**src/rtl/debounce_pkg.sv**
```systemverilog
// Shared types and sizing helpers for the key debouncer.
package debounce_pkg;

  typedef enum logic [1:0] {
    REL_STABLE  = 2'd0,
    PRESS_CHECK = 2'd1,
    PRS_STABLE  = 2'd2,
    REL_CHECK   = 2'd3
  } deb_state_t;

  // Width needed to hold values 0..n.
  function automatic int cnt_width(input int n);
    return $clog2(n + 1);
  endfunction

endpackage

```
**src/rtl/key_debounce_chan.sv**
```systemverilog
// One key channel: two-flop synchroniser, polarity normalise, stability FSM.
//
// state       | meaning
// REL_STABLE  | key released and stable; waiting for a press level
// PRESS_CHECK | press level seen; counting consecutive press samples
// PRS_STABLE  | key pressed and stable; waiting for a release level
// REL_CHECK   | release level seen; counting consecutive release samples
module key_debounce_chan
  import debounce_pkg::*;
#(
  parameter int STABLE_CYCLES = 16,
  parameter bit ACTIVE_LOW_IN = 1'b1
) (
  input  logic Clock,
  input  logic Reset,
  input  logic key_raw_i,
  output logic key_o,
  output logic key_press_o,
  output logic key_release_o
);

  localparam int              CW   = cnt_width(STABLE_CYCLES);
  localparam logic [CW-1:0]   LAST = CW'(STABLE_CYCLES - 1);
  localparam logic [CW-1:0]   ONE  = CW'(1);

  logic          sync1_q, sync2_q;
  logic          lvl;
  deb_state_t    state_q, state_d;
  logic [CW-1:0] cnt_q, cnt_d;
  logic          press_q, press_d;
  logic          rel_q, rel_d;

  // Synchroniser resets to the raw level of a released key.
  always_ff @(posedge Clock or negedge Reset) begin
    if (!Reset) begin
      sync1_q <= ACTIVE_LOW_IN;
      sync2_q <= ACTIVE_LOW_IN;
    end else begin
      sync1_q <= key_raw_i;
      sync2_q <= sync1_q;
    end
  end

  assign lvl = sync2_q ^ ACTIVE_LOW_IN;

  always_ff @(posedge Clock or negedge Reset) begin
    if (!Reset) begin
      state_q <= REL_STABLE;
      cnt_q   <= '0;
      press_q <= 1'b0;
      rel_q   <= 1'b0;
    end else begin
      state_q <= state_d;
      cnt_q   <= cnt_d;
      press_q <= press_d;
      rel_q   <= rel_d;
    end
  end

  always_comb begin
    state_d = state_q;
    cnt_d   = '0;
    press_d = 1'b0;
    rel_d   = 1'b0;
    case (state_q)
      REL_STABLE: begin
        if (lvl) begin
          state_d = PRESS_CHECK;
          cnt_d   = ONE;
        end
      end
      PRESS_CHECK: begin
        if (!lvl) begin
          state_d = REL_STABLE;
        end else if (cnt_q == LAST) begin
          state_d = PRS_STABLE;
          press_d = 1'b1;
        end else begin
          cnt_d = cnt_q + ONE;
        end
      end
      PRS_STABLE: begin
        if (!lvl) begin
          state_d = REL_CHECK;
          cnt_d   = ONE;
        end
      end
      REL_CHECK: begin
        if (lvl) begin
          state_d = PRS_STABLE;
        end else if (cnt_q == LAST) begin
          state_d = REL_STABLE;
          rel_d   = 1'b1;
        end else begin
          cnt_d = cnt_q + ONE;
        end
      end
      default: begin
        state_d = REL_STABLE;
      end
    endcase
  end

  // The clean level is a pure decode of the state so it drops with reset.
  assign key_o         = (state_q == PRS_STABLE) || (state_q == REL_CHECK);
  assign key_press_o   = press_q;
  assign key_release_o = rel_q;

endmodule

```
**src/rtl/key_debouncer.sv**
```systemverilog
// Multi-channel push-button conditioner: WIDTH independent debounce channels.
module key_debouncer
  import debounce_pkg::*;
#(
  parameter int WIDTH         = 4,
  parameter int STABLE_CYCLES = 16,
  parameter bit ACTIVE_LOW_IN = 1'b1
) (
  input  logic             Clock,
  input  logic             Reset,
  input  logic [WIDTH-1:0] key_raw,
  output logic [WIDTH-1:0] key,
  output logic [WIDTH-1:0] key_press,
  output logic [WIDTH-1:0] key_release
);

  for (genvar g = 0; g < WIDTH; g++) begin : g_chan
    key_debounce_chan #(
      .STABLE_CYCLES(STABLE_CYCLES),
      .ACTIVE_LOW_IN(ACTIVE_LOW_IN)
    ) u_chan (
      .Clock        (Clock),
      .Reset        (Reset),
      .key_raw_i    (key_raw[g]),
      .key_o        (key[g]),
      .key_press_o  (key_press[g]),
      .key_release_o(key_release[g])
    );
  end

endmodule

```
**config.mk**
```make
export PLATFORM = sky130hd
export DESIGN_NAME = key_debouncer
export DESIGN_NICKNAME = d
export VERILOG_FILES = /design/src/rtl/debounce_pkg.sv /design/src/rtl/key_debounce_chan.sv /design/src/rtl/key_debouncer.sv
export SDC_FILE = /design/constraint.sdc
export NUM_CORES = 1
export LEC_CHECK = 0
export ABC_AREA = 1
export BUFFER_PORTS_ARGS = -buffer_cell sky130_fd_sc_hd__buf_4
export CAP_MARGIN = 5
export CORE_ASPECT_RATIO = 0.7
export CORE_UTILIZATION = 37
export CTS_CLUSTER_SIZE = 40
export DETAILED_ROUTE_END_ITERATION = 10
export PLACE_DENSITY_LB_ADDON = 0.3
export SKIP_CTS_REPAIR_TIMING = 1
export SYNTH_ARGS = -nofsm -noshare
export SYNTH_HDL_FRONTEND = slang
export SYNTH_SLANG_ARGS = --single-unit
export TNS_END_PERCENT = 30
```
**constraint.sdc**
```tcl
create_clock -name Clock -period 1.23 [get_ports Clock]
set_input_delay 0.369 -clock Clock [delete_from_list [all_inputs] [get_ports Clock]]
set_output_delay 0.369 -clock Clock [all_outputs]
set_load 0.01 [all_outputs]
```
==> reports/results.txt, run 1 <==
Status: finished, violations left
Failing checks: setup timing
Kind of critical path: register to output port
Depth of the CTS H-tree: 2
Final Cycle Share: 102%
Finished layout cell area: 0.00223 mm²
CP max stage cell: dfrtp_1
Clock Sinks: 44
#FFs+latches synth: 44
Levels on crit path: 1
Fillers: 421
CTS clk-pin slew, worst paths: 80 ps
Worst R2R Path Depth: 6
PortBufs: 17
Critical path buffers and inverters: 1
Drt pass-1 iters: 4
Die footprint: 0.00523 mm²
Root buf cell: clkbuf_8
Yosys top cell area share: 49.3%
Post-Syn Area: 0.00183 mm²
WP data arrival: 890 ps
Wirelength, routed: 2810 µm
Startpoint types: register
F_max: 797 MHz
CP Cell Sequence: buf_4
RSZ-0062 raised after global routing: yes
Post-Syn Instances: 185
Largest net degree at the start of global routing: 45
Gp weighted congestion: 0.737
YS warnings: 0
R2R Path End: g_chan[3].u_chan.key_press_o
CTS Buf Count: 5
Hold_ws: 18.2 ps
Vias/cell: 4.18
DR DRC count: 0
Global Route Usage Sum: 12.4%
WL per Instance: 10.3 µm
Final hold vios: 0
Primary FF master, synth: dfrtp_1
Cell taking the most area after synthesis: dfrtp_1
Critical Path Sink Type: output port
Hold WC Path Type: primary input to async pin
Layout cells sized above 1: 34.5%
Cell Rows: 20
First-pass GRT wire length: 4730 µm
Starting density of the core: 40.3%
Max stage delay on crit path: 430 ps
Placement Setup Slack: -17.5 ps
Slew headroom: 81.1%
Post-synthesis async set-or-reset flop share: 100%
Post-synth EDFFs: 0
Area grow syn2layout: 22.3%
Post-DP Area: 0.00200 mm²
Synth cell types: 22
Ports: 18
Reg2reg setup slack: -20 ps
Core area: 0.00453 mm²
Initial antenna violation count: 0
Number of DRC markers in iteration 0: 22
Top post-synthesis cells by area: dfrtp_1, dfstp_2, inv_1
Die Ht: 60.8 µm
Leak Pwr: 1.08 nW
Post-Route Skew: 1.81 ps
Net Count, Synth: 195
CP delay by family, top: flip-flops
PD cells: 1460 mW/mm²
Max clock buf depth: 2
Register area share after synthesis: 60.8%
Core Util, Final: 49.3%
Reg-to-Reg Start: g_chan[3].u_chan.cnt_q[1]
Post-DP HPWL: 1950 µm
CTS tree: yes
Syn avg cell area: 9.87 µm²
PnR worst setup slack: -24.4 ps
Post-route minimum period: 1250 ps
Vias in the first global route: 1081
Worst skew pair latency: 290 ps
Post-route ant nets: 0
CP required: 860 ps
Setup-failing EPs final: 6
Overall via count from detail_route: 1136
CP Max Fanout: 5
N_diodes: 0
DIE WIDTH: 86.0 µm
Final Non-Filler Cells: 272
Total grt overflow: 0
Worst IR Drop VDD: 0.761 mV
Crit path to: key[2]
Final net count: 215
Dpl cells: 260
Slew @ Worst Pin: 282 ps
MaxCap Viol Count: 0
Fin. max-slew vios: 0
[worst min-delay path by stage]
stage               cells past startpoint   from                        endpoint  slack [ps]
finish                                  2  Reset  g_chan[0].u_chan.key_release_o          20
global route                            2  Reset       g_chan[0].u_chan.cnt_q[4]          30
CTS                                     2  Reset  g_chan[0].u_chan.key_release_o          30
detailed placement                      2  Reset    g_chan[0].u_chan.key_press_o         350
global placement                        2  Reset  g_chan[2].u_chan.key_release_o         350
floorplan                               0  Reset                       async pin          70
[Yosys cell counts (3+ instances only)]
cell type	number
buf_4	12
clkbuf_1	4
dfrtp_1	36
dfstp_2	8
ha_1	4
inv_1	28
nand2_1	26
nand3_1	10
nor2_1	27
nor3_1	6
nor3b_1	3
o21ai_0	5
xor2_1	4
[power by group]
| part | switching, mW | internal, mW | total (mW) |
|---|---|---|---|
| combinational | 0.238 | 0.219 | 0.457 |
| sequential | 0.0801 | 1.55 | 1.63 |
| clock | 0.465 | 0.716 | 1.18 |
| total | 0.783 | 2.49 | 3.27 |
[through the flow]
step,power (mW),setup TNS (ps)
after floorplan,1.91,0
after detailed placement,2.04,-33.5
after global placement,2.04,0
after CTS,3.24,-262
after global routing,3.47,-929
final,3.27,-88.1
[layer usage]
metal / routed length [µm] / part of all wire [%] / vias up / global-route usage, %
met5: 0 / 0 / - / 0
met4: 44 / 1.6 / 0 / 7.14
met3: 95 / 3.4 / 7 / 4.49
met2: 1180 / 42 / 17 / 17.8
met1: 1490 / 53 / 525 / 16.5
li1: - / - / 587 / -
[sequential cells by signal (all words and copies together), names as in the netlist, named ones only]
name / count
g_chan.u_chan.sync1_q: 4
g_chan.u_chan.key_release_o: 4
g_chan.u_chan.state_q: 4
g_chan.u_chan.sync2_q: 4
g_chan.u_chan.key_press_o: 4
g_chan.u_chan.cnt_q: 20
[cells in the final DEF (no fill, tap or decap), types with 4 or more instances in the layout]
| cell type | n |
|---|---|
| nand2_1 | 21 |
| nor2_1 | 23 |
| dfrtp_1 | 34 |
| nand2_2 | 6 |
| clkbuf_8 | 7 |
| nand3_1 | 8 |
| dfstp_2 | 8 |
| inv_1 | 26 |
| nor2_2 | 4 |
| nor3_1 | 5 |
| buf_4 | 25 |
| o21ai_0 | 5 |
| xor2_1 | 4 |
[cell families (layout without fill, tap and decap cells)]
family / count (synthesis) / in the layout / synth area share [%]
xor+xnor: 6 / 6 / 2.88
buf+inv: 44 / 65 / 11.5
fa+ha+maj: 4 / 4 / 2.74
compound gates: 8 / 8 / 2.33
simple gates: 79 / 79 / 19.7
flops: 44 / 44 / 60.8
[final cells by class]
cell class | instances | area (µm²) | share of cell area (%)
timing repair buffer | 29 | 241 | 10.8
clock buffer | 7 | 96.3 | 4.31
multi-input combinational | 97 | 566 | 25.3
tap | 66 | 82.6 | 3.70
sequential | 44 | 1110 | 49.8
inverter | 28 | 105 | 4.70
clock inverter | 1 | 30.0 | 1.34
(Power assumes the default switching activity.)
==> run 2, diff against run 1 <==
--- a/config.mk
+++ b/config.mk
@@ -5,11 +5,10 @@
 export SDC_FILE = /design/constraint.sdc
 export NUM_CORES = 1
 export LEC_CHECK = 0
-export ABC_AREA = 1
 export BUFFER_PORTS_ARGS = -buffer_cell sky130_fd_sc_hd__buf_4
 export CAP_MARGIN = 5
 export CORE_ASPECT_RATIO = 0.7
-export CORE_UTILIZATION = 37
+export CORE_UTILIZATION = 45
 export CTS_CLUSTER_SIZE = 40
 export DETAILED_ROUTE_END_ITERATION = 10
 export PLACE_DENSITY_LB_ADDON = 0.3
==> run 2 against run 1 <==
  * The run still ends with setup timing left
  * Clock skew grew 4.9 ps
  * Cell count down 19%
  * Area after synthesis shrank 2.3%
  * Setup slack gained 0.64 ps
  * Hold slack better by 33 ps
  * Largest cell class unchanged
  * Via count is 5.2% lower
==> reports/results.txt, run 2 <==
Layout cells sized above 1: 37.1% (+2.6 points)
Max reg flops: 20 (unchanged)
Worst skew pair latency: 290 ps (about the same)
Commonest non-fill, non-tap cell in the layout: dfrtp_1
YS warnings: 0 (unchanged)
Initial antenna violation count: 0 (unchanged)
CP required: 860 ps (about the same)
Max stage delay on crit path: 460 ps (+30 ps)
Number of DRC markers in iteration 0: 76 (+250%)
Max clock buf depth: 2 (unchanged)
PnR worst setup slack: -23.7 ps (+0.644 ps)
Hold WC Path Type: primary input to async pin
CTS tree: yes
F_max: 798 MHz (about the same)
#FFs+latches synth: 44 (unchanged)
CP Cell Sequence: buf_6
Post-Syn Instances: 150 (-19%)
MaxCap Viol Count: 0 (unchanged)
Top post-synthesis cells by area: dfrtp_1, dfstp_2, buf_4
Final Cycle Share: 102% (about the same)
Gp weighted congestion: 0.759 (+3.0%)
Overall via count from detail_route: 1077 (-5.2%)
Setup-failing EPs final: 6 (unchanged)
CTS Buf Count: 5 (unchanged)
WL per Instance: 12.4 µm (+20%)
Primary FF master, synth: dfrtp_1
CP max stage cell: dfrtp_2
Starting density of the core: 48.9% (+8.6 points)
Slew @ Worst Pin: 528 ps (+247 ps)
Fillers: 304 (-28%)
Post-DP Area: 0.00190 mm² (-5.1%)
Net Count, Synth: 160 (-18%)
CTS clk-pin slew, worst paths: 80 ps (about the same)
Die footprint: 0.00423 mm² (-19%)
PD cells: 1320 mW/mm² (-9.9%)
PortBufs: 17 (unchanged)
Yosys top cell area share: 50.5% (+1.1 points)
Final net count: 179 (-17%)
Post-Route Skew: 6.71 ps (+4.90 ps)
Startpoint types: register
Critical path buffers and inverters: 1 (unchanged)
Global Route Usage Sum: 14.5% (+2.0 points)
Depth of the CTS H-tree: 2 (unchanged)
Top reg by flops: g_chan.u_chan.cnt_q
Die Ht: 54.7 µm (-10%)
Post-route minimum period: 1250 ps (-0.644 ps)
Drt pass-1 iters: 4 (unchanged)
Post-synth EDFFs: 0 (unchanged)
Root buf cell: clkbuf_8
WP data arrival: 880 ps (about the same)
N_diodes: 0 (unchanged)
Clock Sinks: 44 (unchanged)
Area grow syn2layout: 20.0%
Dpl cells: 205 (-21%)
Kind of critical path: register to output port
Post-route ant nets: 0 (unchanged)
Slew headroom: 64.8% (-16 points)
Total grt overflow: 0 (unchanged)
Final Non-Filler Cells: 220 (-19%)
Register area share after synthesis: 62.2% (+1.4 points)
Status: finished, violations left
DIE WIDTH: 77.3 µm (-10%)
CP delay by family, top: flip-flops
CP Max Fanout: 5 (unchanged)
Commonest cells in the netlist: dfrtp_1, nand2_1, buf_4, nor2_1
Most frequent cells in the layout: dfrtp_1, buf_4, nand2_1
Largest net degree at the start of global routing: 45 (unchanged)
Critical Path Sink Type: output port
Synth cell types: 27 (+23%)
Vias/cell: 4.90 (+17%)
Fin. max-slew vios: 0 (unchanged)
Placement Setup Slack: -21.9 ps (-4.45 ps)
Post-Syn Area: 0.00179 mm² (-2.3%)
RSZ-0062 raised after global routing: yes
Ports: 18 (unchanged)
Vias in the first global route: 1059 (-2.0%)
Finished layout cell area: 0.00214 mm² (-4.1%)
Cell Rows: 18 (-10%)
Failing checks: setup timing
Core area: 0.00365 mm² (-19%)
Leak Pwr: 0.964 nW (-10%)
Wirelength, routed: 2730 µm (-2.9%)
First-pass GRT wire length: 4460 µm (-5.7%)
Worst IR Drop VDD: 0.854 mV (+12%)
Syn avg cell area: 11.9 µm² (+21%)
Post-synthesis async set-or-reset flop share: 100% (unchanged)
Post-DP HPWL: 1770 µm (-9.5%)
Cell taking the most area after synthesis: dfrtp_1
Most common cell in the netlist: dfrtp_1
Final hold vios: 0 (unchanged)
DR DRC count: 0 (unchanged)
run 2: final timing paths:
check	start	slack [ps]	depth (start not counted)	to
max in group asynchronous	Reset	790	1	async pin
setup reg to reg	g_chan[0].u_chan.cnt_q[1]	-20	4	register
hold reg to reg	g_chan[3].u_chan.sync1_q	350	0	g_chan[3].u_chan.sync2_q
hold / removal	Reset	50	1	async pin
setup / recovery	register	-20	1	key[3]
min in group Clock	key_raw[2]	180	1	g_chan[2].u_chan.sync1_q
run 2: metrics by stage:
step	util (%)	TNS (ps)	hold WS, ps	total power, mW
finish	58.7	-86.2	51.1	2.83
global route	58.7	-937	93.6	2.92
CTS	55.6	-322	72.7	2.84
detailed placement	52.2	-46.8	348	1.66
global placement	52.2	0	346	1.65
floorplan	-	0	73.4	1.59
run 2: report_power, final:
group / internal, mW / leakage (nW) / switching (mW) / total, mW
Clock: 0.716 / 0.0645 / 0.470 / 1.19
Sequential: 1.49 / 0.562 / 0.0314 / 1.53
Combinational: 0.0558 / 0.338 / 0.0600 / 0.116
run 2: routing by layer:
metal	up-vias	part of all wire [%]	GRT usage, %
li1	518	-	-
met1	538	45	16.8
met2	14	51	24.5
met3	7	3.3	5.00
met4	0	1.5	7.55
met5	-	0	0
run 2: layout make-up:
type                       instances  area (µm²)  share of cell area, %
tap                               50        62.6                   2.92
timing repair buffer              29         233                   10.9
clock inverter                     1        30.0                   1.40
clock buffer                       7        96.3                   4.50
multi-input combinational         87         598                   27.9
sequential                        44        1120                   52.1
inverter                           2        7.51                  0.350
run 2: cells by family after synthesis:
logic type / synth area share, %
XOR/XNOR: 5.89
adder cells (fa/ha/maj): 2.80
AND/OR/NAND/NOR: 18.5
AO/OA/AOI/OAI: 2.87
multiplexers: 1.12
buffers and inverters: 6.59
flip-flops: 62.2
==> run 3, diff against run 2 <==
--- a/config.mk
+++ b/config.mk
@@ -11,7 +11,10 @@
 export CORE_UTILIZATION = 45
 export CTS_CLUSTER_SIZE = 40
 export DETAILED_ROUTE_END_ITERATION = 10
+export HOLD_SLACK_MARGIN = 0.15
 export PLACE_DENSITY_LB_ADDON = 0.3
+export RECOVER_POWER = 100
+export SETUP_SLACK_MARGIN = 0.4
 export SKIP_CTS_REPAIR_TIMING = 1
 export SYNTH_ARGS = -nofsm -noshare
 export SYNTH_HDL_FRONTEND = slang
==> run 3 against run 2 <==
  * The flow still finishes with violations (setup timing)
  * Count of clock-buffer cells in the layout stayed put
  * Hold slack worse by 6.7 ps
  * Global-route usage is 0.68 points higher
  * Setup slack worse by 6.9 ps
  * Routed wire length is 5.9% higher
==> reports/results.txt, run 3 (same netlist as run 2, synthesis figures left out) <==
Fin Setup TNS: -124 ps (-37.9 ps)
WP data arrival: 890 ps (about the same)
Slew headroom: 64.2% (-0.60 points)
Vias/cell: 4.83 (-1.4%)
Ports: 18 (unchanged)
Met1 usage: 17.5% (+0.69 points)
Layout cells sized above 1: 34.9% (-2.2 points)
Commonest non-fill, non-tap cell in the layout: dfrtp_1
CTS tree: yes
Leak Pwr: 0.957 nW (-0.75%)
Depth of the CTS H-tree: 2 (unchanged)
Failing checks: setup timing
PD cells: 1320 mW/mm² (+0.12%)
F_max: 793 MHz (-0.55%)
CP Cell Sequence: buf_6
WL per Instance: 13.0 µm (+4.9%)
Most frequent cells in the layout: dfrtp_1, nor2_1, buf_4
MaxCap Viol Count: 0 (unchanged)
Root buf cell: clkbuf_8
Max reg flops: 20 (unchanged)
Area grow syn2layout: 20.5%
Final hold vios: 0 (unchanged)
Dpl cells: 207 (+0.98%)
Die footprint: 0.00423 mm² (unchanged)
Global Route Usage Sum: 15.1% (+0.68 points)
Overall via count from detail_route: 1072 (-0.46%)
RSZ-0062 raised after global routing: yes
Starting density of the core: 48.9% (unchanged)
Drt pass-1 iters: 4 (unchanged)
N_diodes: 0 (unchanged)
Wirelength, routed: 2890 µm (+5.9%)
Post-route minimum period: 1260 ps (+6.90 ps)
Critical Path Sink Type: output port
Placement Setup Slack: -24.6 ps (-2.65 ps)
CP required: 860 ps (about the same)
Hold WC Path Type: primary input to async pin
PortBufs: 17 (unchanged)
Slew @ Worst Pin: 537 ps (+8.99 ps)
GRT busiest layer: met2
Status: finished, violations left
Worst skew pair latency: 290 ps (about the same)
Max stage delay on crit path: 460 ps (about the same)
Clock Sinks: 44 (unchanged)
Gp weighted congestion: 0.790 (+4.1%)
CTS Buf Count: 5 (unchanged)
DIE WIDTH: 77.3 µm (unchanged)
CP delay by family, top: flip-flops
CTS clk-pin slew, worst paths: 80 ps (about the same)
Core area: 0.00365 mm² (unchanged)
Number of DRC markers in iteration 0: 13 (-83%)
Setup-failing EPs final: 9 (+3)
Fin. max-slew vios: 0 (unchanged)
Met2 Usage GRT: 25.1% (+0.59 points)
CP Max Fanout: 6 (+1)
Storage element area: 0.00112 mm² (unchanged)
DR DRC count: 0 (unchanged)
Tot Pwr: 2.84 mW (+0.53%)
Final Non-Filler Cells: 222 (+0.91%)
Kind of critical path: register to output port
PnR worst setup slack: -30.6 ps (-6.90 ps)
Fillers: 304 (unchanged)
Multi-input gate area: 631 µm² (+5.4%)
Startpoint types: register
Largest net degree at the start of global routing: 24 (-47%)
Global Route met3 Usage: 4.50% (-0.50 points)
First-pass GRT wire length: 4580 µm (+2.6%)
Post-DP HPWL: 1920 µm (+8.4%)
Die Ht: 54.7 µm (unchanged)
Worst IR Drop VDD: 0.642 mV (-25%)
Cell Rows: 18 (unchanged)
Post-route ant nets: 0 (unchanged)
Initial antenna violation count: 0 (unchanged)
Top reg by flops: g_chan.u_chan.cnt_q
Max clock buf depth: 2 (unchanged)
Post-Route Skew: 4.50 ps (-2.21 ps)
Final net count: 181 (+1.1%)
Vias in the first global route: 1020 (-3.7%)
Critical path buffers and inverters: 1 (unchanged)
Final Cycle Share: 102% (+0.56 points)
CP max stage cell: dfrtp_2
Total grt overflow: 0 (unchanged)
-- run 3: where the power goes --
part | leakage [nW] | internal (mW) | total [mW] | switching, mW
clock network | 0.0645 | 0.716 | 1.18 | 0.466
logic | 0.332 | 0.0662 | 0.132 | 0.0658
registers | 0.561 | 1.49 | 1.53 | 0.0363
-- run 3: layout make-up --
class                           count  area share, %
Multi-Input combinational cell     87           29.3
Clock inverter                      1           1.40
Tap cell                           50           2.91
Clock buffer                        7           4.48
Inverter                            2          0.349
Timing Repair Buffer               31           9.71
Sequential cell                    44           51.9
-- run 3: metrics by stage --
step           util [%]  hold slack [ps]  area [µm²]
3_5_place_dp       53.5              282        1950
5_1_grt            59.0             69.8        2150
6_report           59.0             44.4        2150
3_3_place_gp       53.5              277        1950
4_1_cts            56.9            -37.4        2080
2_1_floorplan         -             73.4        1810
-- run 3: final timing paths --
path	start	endpoint	slack (ps)	cells past startpoint
worst min-delay path	Reset	g_chan[3].u_chan.cnt_q[3]	40	1
worst max-delay path	register	key[0]	-30	1
min in group Clock	key_raw[0]	g_chan[0].u_chan.sync1_q	180	1
worst max register to register	g_chan[0].u_chan.cnt_q[1]	g_chan[0].u_chan.key_press_o	-20	4
max in group asynchronous	Reset	g_chan[0].u_chan.sync1_q	420	2
worst min register to register	g_chan[2].u_chan.sync1_q	g_chan[2].u_chan.sync2_q	360	0
-- run 3: routing by layer --
layer | vias up | wire [µm]
li1 | 525 | -
met1 | 527 | 1330
met2 | 16 | 1420
met3 | 4 | 92
met4 | 0 | 46
met5 | - | 0
